==> src/rtl/muldiv_pkg.sv <==
// Shared encodings for the HI/LO multiply/divide unit: op codes, FSM states and
// the default iteration count.
package muldiv_pkg;

  typedef enum logic [2:0] {
    OP_MULT  = 3'd0,
    OP_MULTU = 3'd1,
    OP_DIV   = 3'd2,
    OP_DIVU  = 3'd3,
    OP_MTHI  = 3'd4,
    OP_MTLO  = 3'd5
  } op_e;

  typedef enum logic [1:0] {
    StIdle = 2'd0,
    StCalc = 2'd1,
    StFix  = 2'd2
  } state_e;

  // One result bit per CALC cycle for a 32-bit datapath.
  localparam int unsigned IterCount = 32;

  function automatic logic op_is_signed(input logic [2:0] op);
    return (op == OP_MULT) || (op == OP_DIV);
  endfunction

endpackage

==> src/rtl/muldiv_step.sv <==
// One iteration of the shared datapath: shift-add multiply step or restoring
// trial-subtract divide step, selected by div_mode_i.
module muldiv_step #(
  parameter int unsigned Width = 32
) (
  input  logic             div_mode_i,
  input  logic [Width-1:0] rem_i,
  input  logic [Width-1:0] quo_i,
  input  logic [Width-1:0] b_i,
  output logic [Width-1:0] rem_o,
  output logic [Width-1:0] quo_o
);

  logic [Width:0] sum;
  logic [Width:0] shifted;
  logic           ge;

  always_comb begin
    sum     = {1'b0, rem_i} + {1'b0, b_i};
    shifted = {rem_i, quo_i[Width-1]};
    // A set top bit means the shifted remainder already exceeds any divisor.
    ge      = shifted[Width] || (shifted[Width-1:0] >= b_i);
    rem_o   = rem_i;
    quo_o   = quo_i;
    if (div_mode_i) begin
      if (ge) begin
        rem_o = shifted[Width-1:0] - b_i;
        quo_o = {quo_i[Width-2:0], 1'b1};
      end else begin
        rem_o = shifted[Width-1:0];
        quo_o = {quo_i[Width-2:0], 1'b0};
      end
    end else begin
      // {rem, quo} is the product accumulator; multiplier bits shift out of quo.
      if (quo_i[0]) begin
        rem_o = sum[Width:1];
        quo_o = {sum[0], quo_i[Width-1:1]};
      end else begin
        rem_o = {1'b0, rem_i[Width-1:1]};
        quo_o = {rem_i[0], quo_i[Width-1:1]};
      end
    end
  end

endmodule

==> src/rtl/hilo_muldiv_unit.sv <==
// Iterative MIPS multiply/divide unit owning HI/LO. Magnitudes are processed one
// bit per cycle, then signs are applied in a single fix-up cycle.
module hilo_muldiv_unit
  import muldiv_pkg::*;
#(
  parameter int unsigned data_bits = IterCount - 1
) (
  input  logic               clk,
  input  logic               rst,
  input  logic               start,
  input  logic [2:0]         op,
  input  logic [data_bits:0] rs_val,
  input  logic [data_bits:0] rt_val,
  input  logic               flush,
  output logic               busy,
  output logic               done,
  output logic [data_bits:0] hi,
  output logic [data_bits:0] lo
);

  localparam int unsigned W     = data_bits + 1;
  localparam int unsigned Iters = data_bits + 1;
  localparam int unsigned CntW  = $clog2(Iters + 1);

  state_e          state_q;
  logic [CntW-1:0] cnt_q;
  logic [W-1:0]    rem_q, quo_q, b_q, a_raw_q;
  logic            is_div_q, neg_q_q, neg_r_q;
  logic            busy_q, done_q;
  logic [W-1:0]    hi_q, lo_q;

  logic [W-1:0]    rem_d, quo_d;
  logic            signed_op;
  logic [W-1:0]    a_mag, b_mag;
  logic [2*W-1:0]  prod, prod_fix;
  logic [W-1:0]    quo_fix, rem_fix, fix_hi, fix_lo;

  muldiv_step #(
    .Width (W)
  ) u_step (
    .div_mode_i (is_div_q),
    .rem_i      (rem_q),
    .quo_i      (quo_q),
    .b_i        (b_q),
    .rem_o      (rem_d),
    .quo_o      (quo_d)
  );

  always_comb begin
    signed_op = op_is_signed(op);
    a_mag     = (signed_op && rs_val[data_bits]) ? -rs_val : rs_val;
    b_mag     = (signed_op && rt_val[data_bits]) ? -rt_val : rt_val;
    prod      = {rem_q, quo_q};
    prod_fix  = neg_q_q ? -prod : prod;
    quo_fix   = neg_q_q ? -quo_q : quo_q;
    rem_fix   = neg_r_q ? -rem_q : rem_q;
    if (is_div_q) begin
      // Divide by zero returns the raw dividend in HI and all ones in LO.
      if (b_q == '0) begin
        fix_hi = a_raw_q;
        fix_lo = '1;
      end else begin
        fix_hi = rem_fix;
        fix_lo = quo_fix;
      end
    end else begin
      fix_hi = prod_fix[2*W-1:W];
      fix_lo = prod_fix[W-1:0];
    end
  end

  always_ff @(posedge clk) begin
    if (rst) begin
      state_q  <= StIdle;
      cnt_q    <= '0;
      rem_q    <= '0;
      quo_q    <= '0;
      b_q      <= '0;
      a_raw_q  <= '0;
      is_div_q <= 1'b0;
      neg_q_q  <= 1'b0;
      neg_r_q  <= 1'b0;
      busy_q   <= 1'b0;
      done_q   <= 1'b0;
      hi_q     <= '0;
      lo_q     <= '0;
    end else begin
      done_q <= 1'b0;
      unique case (state_q)
        StIdle: begin
          if (start && !flush) begin
            case (op)
              OP_MTHI: hi_q <= rs_val;
              OP_MTLO: lo_q <= rs_val;
              OP_MULT, OP_MULTU, OP_DIV, OP_DIVU: begin
                state_q  <= StCalc;
                busy_q   <= 1'b1;
                cnt_q    <= '0;
                rem_q    <= '0;
                quo_q    <= a_mag;
                b_q      <= b_mag;
                a_raw_q  <= rs_val;
                is_div_q <= (op == OP_DIV) || (op == OP_DIVU);
                neg_q_q  <= signed_op && (rs_val[data_bits] ^ rt_val[data_bits]);
                neg_r_q  <= signed_op && rs_val[data_bits];
              end
              default: ;
            endcase
          end
        end
        StCalc: begin
          if (flush) begin
            state_q <= StIdle;
            busy_q  <= 1'b0;
          end else if (cnt_q == CntW'(Iters)) begin
            // All bits done; one settle cycle before the sign fix-up.
            state_q <= StFix;
          end else begin
            rem_q <= rem_d;
            quo_q <= quo_d;
            cnt_q <= cnt_q + CntW'(1);
          end
        end
        StFix: begin
          state_q <= StIdle;
          busy_q  <= 1'b0;
          if (!flush) begin
            hi_q   <= fix_hi;
            lo_q   <= fix_lo;
            done_q <= 1'b1;
          end
        end
        default: begin
          state_q <= StIdle;
          busy_q  <= 1'b0;
        end
      endcase
    end
  end

  assign busy = busy_q;
  assign done = done_q;
  assign hi   = hi_q;
  assign lo   = lo_q;

endmodule
==> config.mk <==
export PLATFORM = sky130hd
export DESIGN_NAME = hilo_muldiv_unit
export DESIGN_NICKNAME = d
export VERILOG_FILES = /design/src/rtl/muldiv_pkg.sv /design/src/rtl/muldiv_step.sv /design/src/rtl/hilo_muldiv_unit.sv
export SDC_FILE = /design/constraint.sdc
export NUM_CORES = 1
export LEC_CHECK = 0
export ABC_CLOCK_PERIOD_IN_PS = 7600
export BUFFER_PORTS_ARGS = -buffer_cell sky130_fd_sc_hd__buf_2
export CORE_UTILIZATION = 45
export CTS_BUF_LIST = sky130_fd_sc_hd__clkbuf_4
export DETAILED_ROUTE_END_ITERATION = 10
export GPL_ROUTABILITY_DRIVEN = 0
export HOLD_SLACK_MARGIN = 0.03
export PLACE_DENSITY = 0.61
export SETUP_SLACK_MARGIN = 0.4
export SKIP_CTS_REPAIR_TIMING = 1
export SLEW_MARGIN = 10
export SYNTH_ARGS = -nofsm -noshare
export SYNTH_HDL_FRONTEND = slang
export SYNTH_SLANG_ARGS = --single-unit
==> constraint.sdc <==
create_clock -name clk -period 7.6 [get_ports clk]
set_input_delay 0.38 -clock clk [delete_from_list [all_inputs] [get_ports clk]]
set_output_delay 0.38 -clock clk [all_outputs]
set_load 0.02 [all_outputs]
==> impl_metrics.env <==
export IMPL_h_tree_depth=2
export IMPL_rr_worst_depth=11
export IMPL_start_util=0.4611
export IMPL_fin_crit_sh=0.5568
export IMPL_p_sw_frac=0.3385
export IMPL_critPathLaunchType="register"
export IMPL_cp_arrival_ns=4.87
export IMPL_startpoint="quo_q[0]$_SDFFE_PP0P_"
export IMPL_worstMarginPinSlew_ns=1.223
export IMPL_routedWlPerCell_um=19.87
export IMPL_final_cell_mix="nand2_1 (263), a21oi_1 (229), nor2_1 (218), dfxtp_1 (203), buf_2 (135)"
export IMPL_setup_viol=0
export IMPL_cp_slowest_cell="or4_1"
export IMPL_rr_startpoint="quo_q[0]$_SDFFE_PP0P_"
export IMPL_die_w_um=193.6
export IMPL_powerDensity_nw_per_um2=150.9
export IMPL_drv_cap=0
export IMPL_p_clk_frac=0.382
export IMPL_whs_path_depth=3
export IMPL_clk_pin_slew_ns=0.07
export IMPL_synth_ff_type="dfxtp_1"
export IMPL_hpwl_um=39790
export IMPL_combPwrFrac=0.211
export IMPL_syn_instance_count=2277
export IMPL_slew_headroom=0.1826
export IMPL_track_usage=0.2937
export IMPL_global_route_peak_usage_layer="met2"
export IMPL_fin_skew_ns=0.05356
export IMPL_ir_drop_v=0.00008823
export IMPL_preCtsSetupSlack_ns=3.485
export IMPL_power_leakage_uw=0.007242
export IMPL_worstPathCellList="inv_1 -> ha_1 -> nor3b_1 -> nand3_1 -> or4_1 -> or2_1 -> o41a_1 -> xnor2_1 -> nor2_1 -> a2111oi_2 -> nor4_1"
export IMPL_ios=137
export IMPL_async_flop_share=0
export IMPL_rsz0062_at_grt="no"
export IMPL_grt_max_degree=99
export IMPL_final_common_cell="nand2_1"
export IMPL_grt_pass1_vias=15925
export IMPL_cts_buffers=60
export IMPL_hold_path_end="b_q[9]$_SDFFE_PP0P_"
export IMPL_critPathMaxStageDelay_ns=0.70
export IMPL_avgViaCountPerCell=6.073
export IMPL_drt_first_pass_iters=6
export IMPL_worstPathRequired_ns=8.24
export IMPL_tns_ns=0
export IMPL_drtAntennaViolNets=0
export IMPL_cts_tree="yes"
export IMPL_clock_latency_ns=0.82
export IMPL_hold_slack_ns=0.04599
export IMPL_met3_usage=0.05126
export IMPL_status="completed"
export IMPL_avgSynthCellArea_um2=7.255
export IMPL_synth_edf_count=0
export IMPL_yosys_cell_types_count=71
export IMPL_overflow=0
export IMPL_syn_num_nets=2420
export IMPL_synth_yosys_seq_area_share=0.2484
export IMPL_cts_sinks=205
export IMPL_die_y_um=193.6
export IMPL_final_hold_viol_count=0
export IMPL_drt_iter0_drc=1346
export IMPL_drc_errors=0
export IMPL_critPathMaxFanout=23
export IMPL_end_kind="register"
export IMPL_crit_type="register to register"
export IMPL_max_clock_freq_mhz=236.3
export IMPL_intPower_uw=1860
export IMPL_min_period_ns=4.232
export IMPL_portBuffers=136
export IMPL_fin_ws_ns=3.368
export IMPL_cts_root_buf="clkbuf_4"
export IMPL_hold_path_class="input pin to register"
export IMPL_core_area_um2=35830
export IMPL_drive_above_1_share=0.1201
export IMPL_seqPwrFrac=0.407
export IMPL_worst_r2r_endpoint="hi[10]$_SDFFE_PP0P_"
export IMPL_use_met2=0.4737
export IMPL_antenna_found_initial=2
export IMPL_maxSlewViolCount=0
export IMPL_nets=2500
export IMPL_holdCritStartpoint="rt_val[9]"
export IMPL_r2r_setup_slack_ns=3.37
export IMPL_ys_ff_latch=205
export IMPL_ys_warn_count=0
export IMPL_syn_area_um2=16520
export IMPL_die_area_um2=37480
export IMPL_cts_buffer_depth=3
export IMPL_area_delta_synth_final_pct=12.82
export IMPL_routed_wl_um=57010
export IMPL_rows=69
export IMPL_p_sw_uw=951.9
export IMPL_grt_first_pass_wirelength_um=88590
export IMPL_met1_usage=0.3896
export IMPL_via_count=17423
metal layers:
metal	share of wire	routed length, um
met5	0	0
met4	0.032	1847
met3	0.071	4033
met2	0.45	25800
met1	0.44	25330
registers in the layout, summed over array words and instances (netlist names):
name      count
neg_q_q       1
state_q       2
done          1
neg_r_q       1
hi           32
rem_q        32
cnt_q         6
b_q          32
is_div_q      1
busy          1
lo           32
a_raw_q      32
quo_q        32
worst max-delay path by stage:
stage,to,depth (start not counted)
floorplan,rem_q[31]$_SDFFE_PP0P_,12
global route,hi[10]$_SDFFE_PP0P_,11
CTS,rem_q[31]$_SDFFE_PP0P_,13
global placement,hi[10]$_SDFFE_PP0P_,11
detailed placement,rem_q[31]$_SDFFE_PP0P_,13
finish,hi[10]$_SDFFE_PP0P_,11
per-stage QoR:
stage	power (uW)	util	std cells	cell area, um^2
6_report	2812	0.5202	2869	18640
5_1_grt	2959	0.5202	2869	18640
4_1_cts	2804	0.5022	2803	17990
3_5_place_dp	1725	0.4807	2692	17220
3_3_place_gp	1717	0.4807	2692	17220
2_1_floorplan	1550	-	2277	16520
synthesized netlist by cell type (7+ instances only):
master	number	area, um^2
nand2_1	263	987.2
a21o_1	31	232.7
or2_2	12	75.07
nand3_1	30	150.1
a31oi_1	20	125.1
a211oi_1	85	638.1
buf_1	17	63.81
and3_1	18	112.6
a211o_1	8	70.07
nor2_1	221	829.6
ha_1	70	875.8
o211ai_1	46	345.3
o41ai_1	19	166.4
a311oi_1	21	183.9
clkbuf_1	179	671.9
o21a_1	13	97.59
nand4_1	23	143.9
o21ai_0	127	635.6
o31ai_1	40	300.3
dfxtp_1	205	4104
xnor2_1	129	1130
inv_1	67	251.5
a22o_1	7	61.31
nor3_1	37	185.2
nor2b_1	26	162.7
and2_1	10	62.56
o221ai_1	34	297.8
or3_1	21	131.4
xor2_1	63	551.8
nor4_1	28	175.2
mux2i_1	34	340.3
nand2b_1	20	125.1
a21oi_1	230	1151
a32o_1	16	160.2
or4_1	13	97.59
cell families after synthesis:
kind of cell / after synthesis / share of synthesized area
fa+ha+maj: 72 / 0.05544
flops: 205 / 0.2484
mux: 37 / 0.02265
simple gates: 751 / 0.2106
buf+inv: 270 / 0.06226
compound gates: 750 / 0.2988
xor+xnor: 192 / 0.1018
power groups by stage:
stage               clock network [uW]  logic, uW  registers (uW)
global placement                     0        550            1170
floorplan                            0        395            1160
CTS                               1100        559            1140
detailed placement                   0        557            1170
finish                            1070        592            1150
global route                      1160        645            1150
cell type report:
| cell class | count | area, um^2 |
|---|---|---|
| antenna | 2 | 5.005 |
| clock buffer | 91 | 683.2 |
| clock inverter | 20 | 87.58 |
| fill | 3563 | 17190 |
| inverter | 67 | 251.5 |
| multi-input combinational | 1802 | 11440 |
| sequential | 205 | 4109 |
| tap | 461 | 576.8 |
| timing repair buffer | 221 | 1485 |
critical path, delay by kind of cell, from the launching register on:
kind                     cells  cell delay, ns
AO/OA/AOI/OAI                2            0.81
XOR/XNOR                     1            0.14
adder cells (fa/ha/maj)      1            0.30
buffers and inverters        1            0.56
flip-flops                   1            0.31
AND/OR/NAND/NOR              6            1.93
Power figures use the tool's default switching activity.
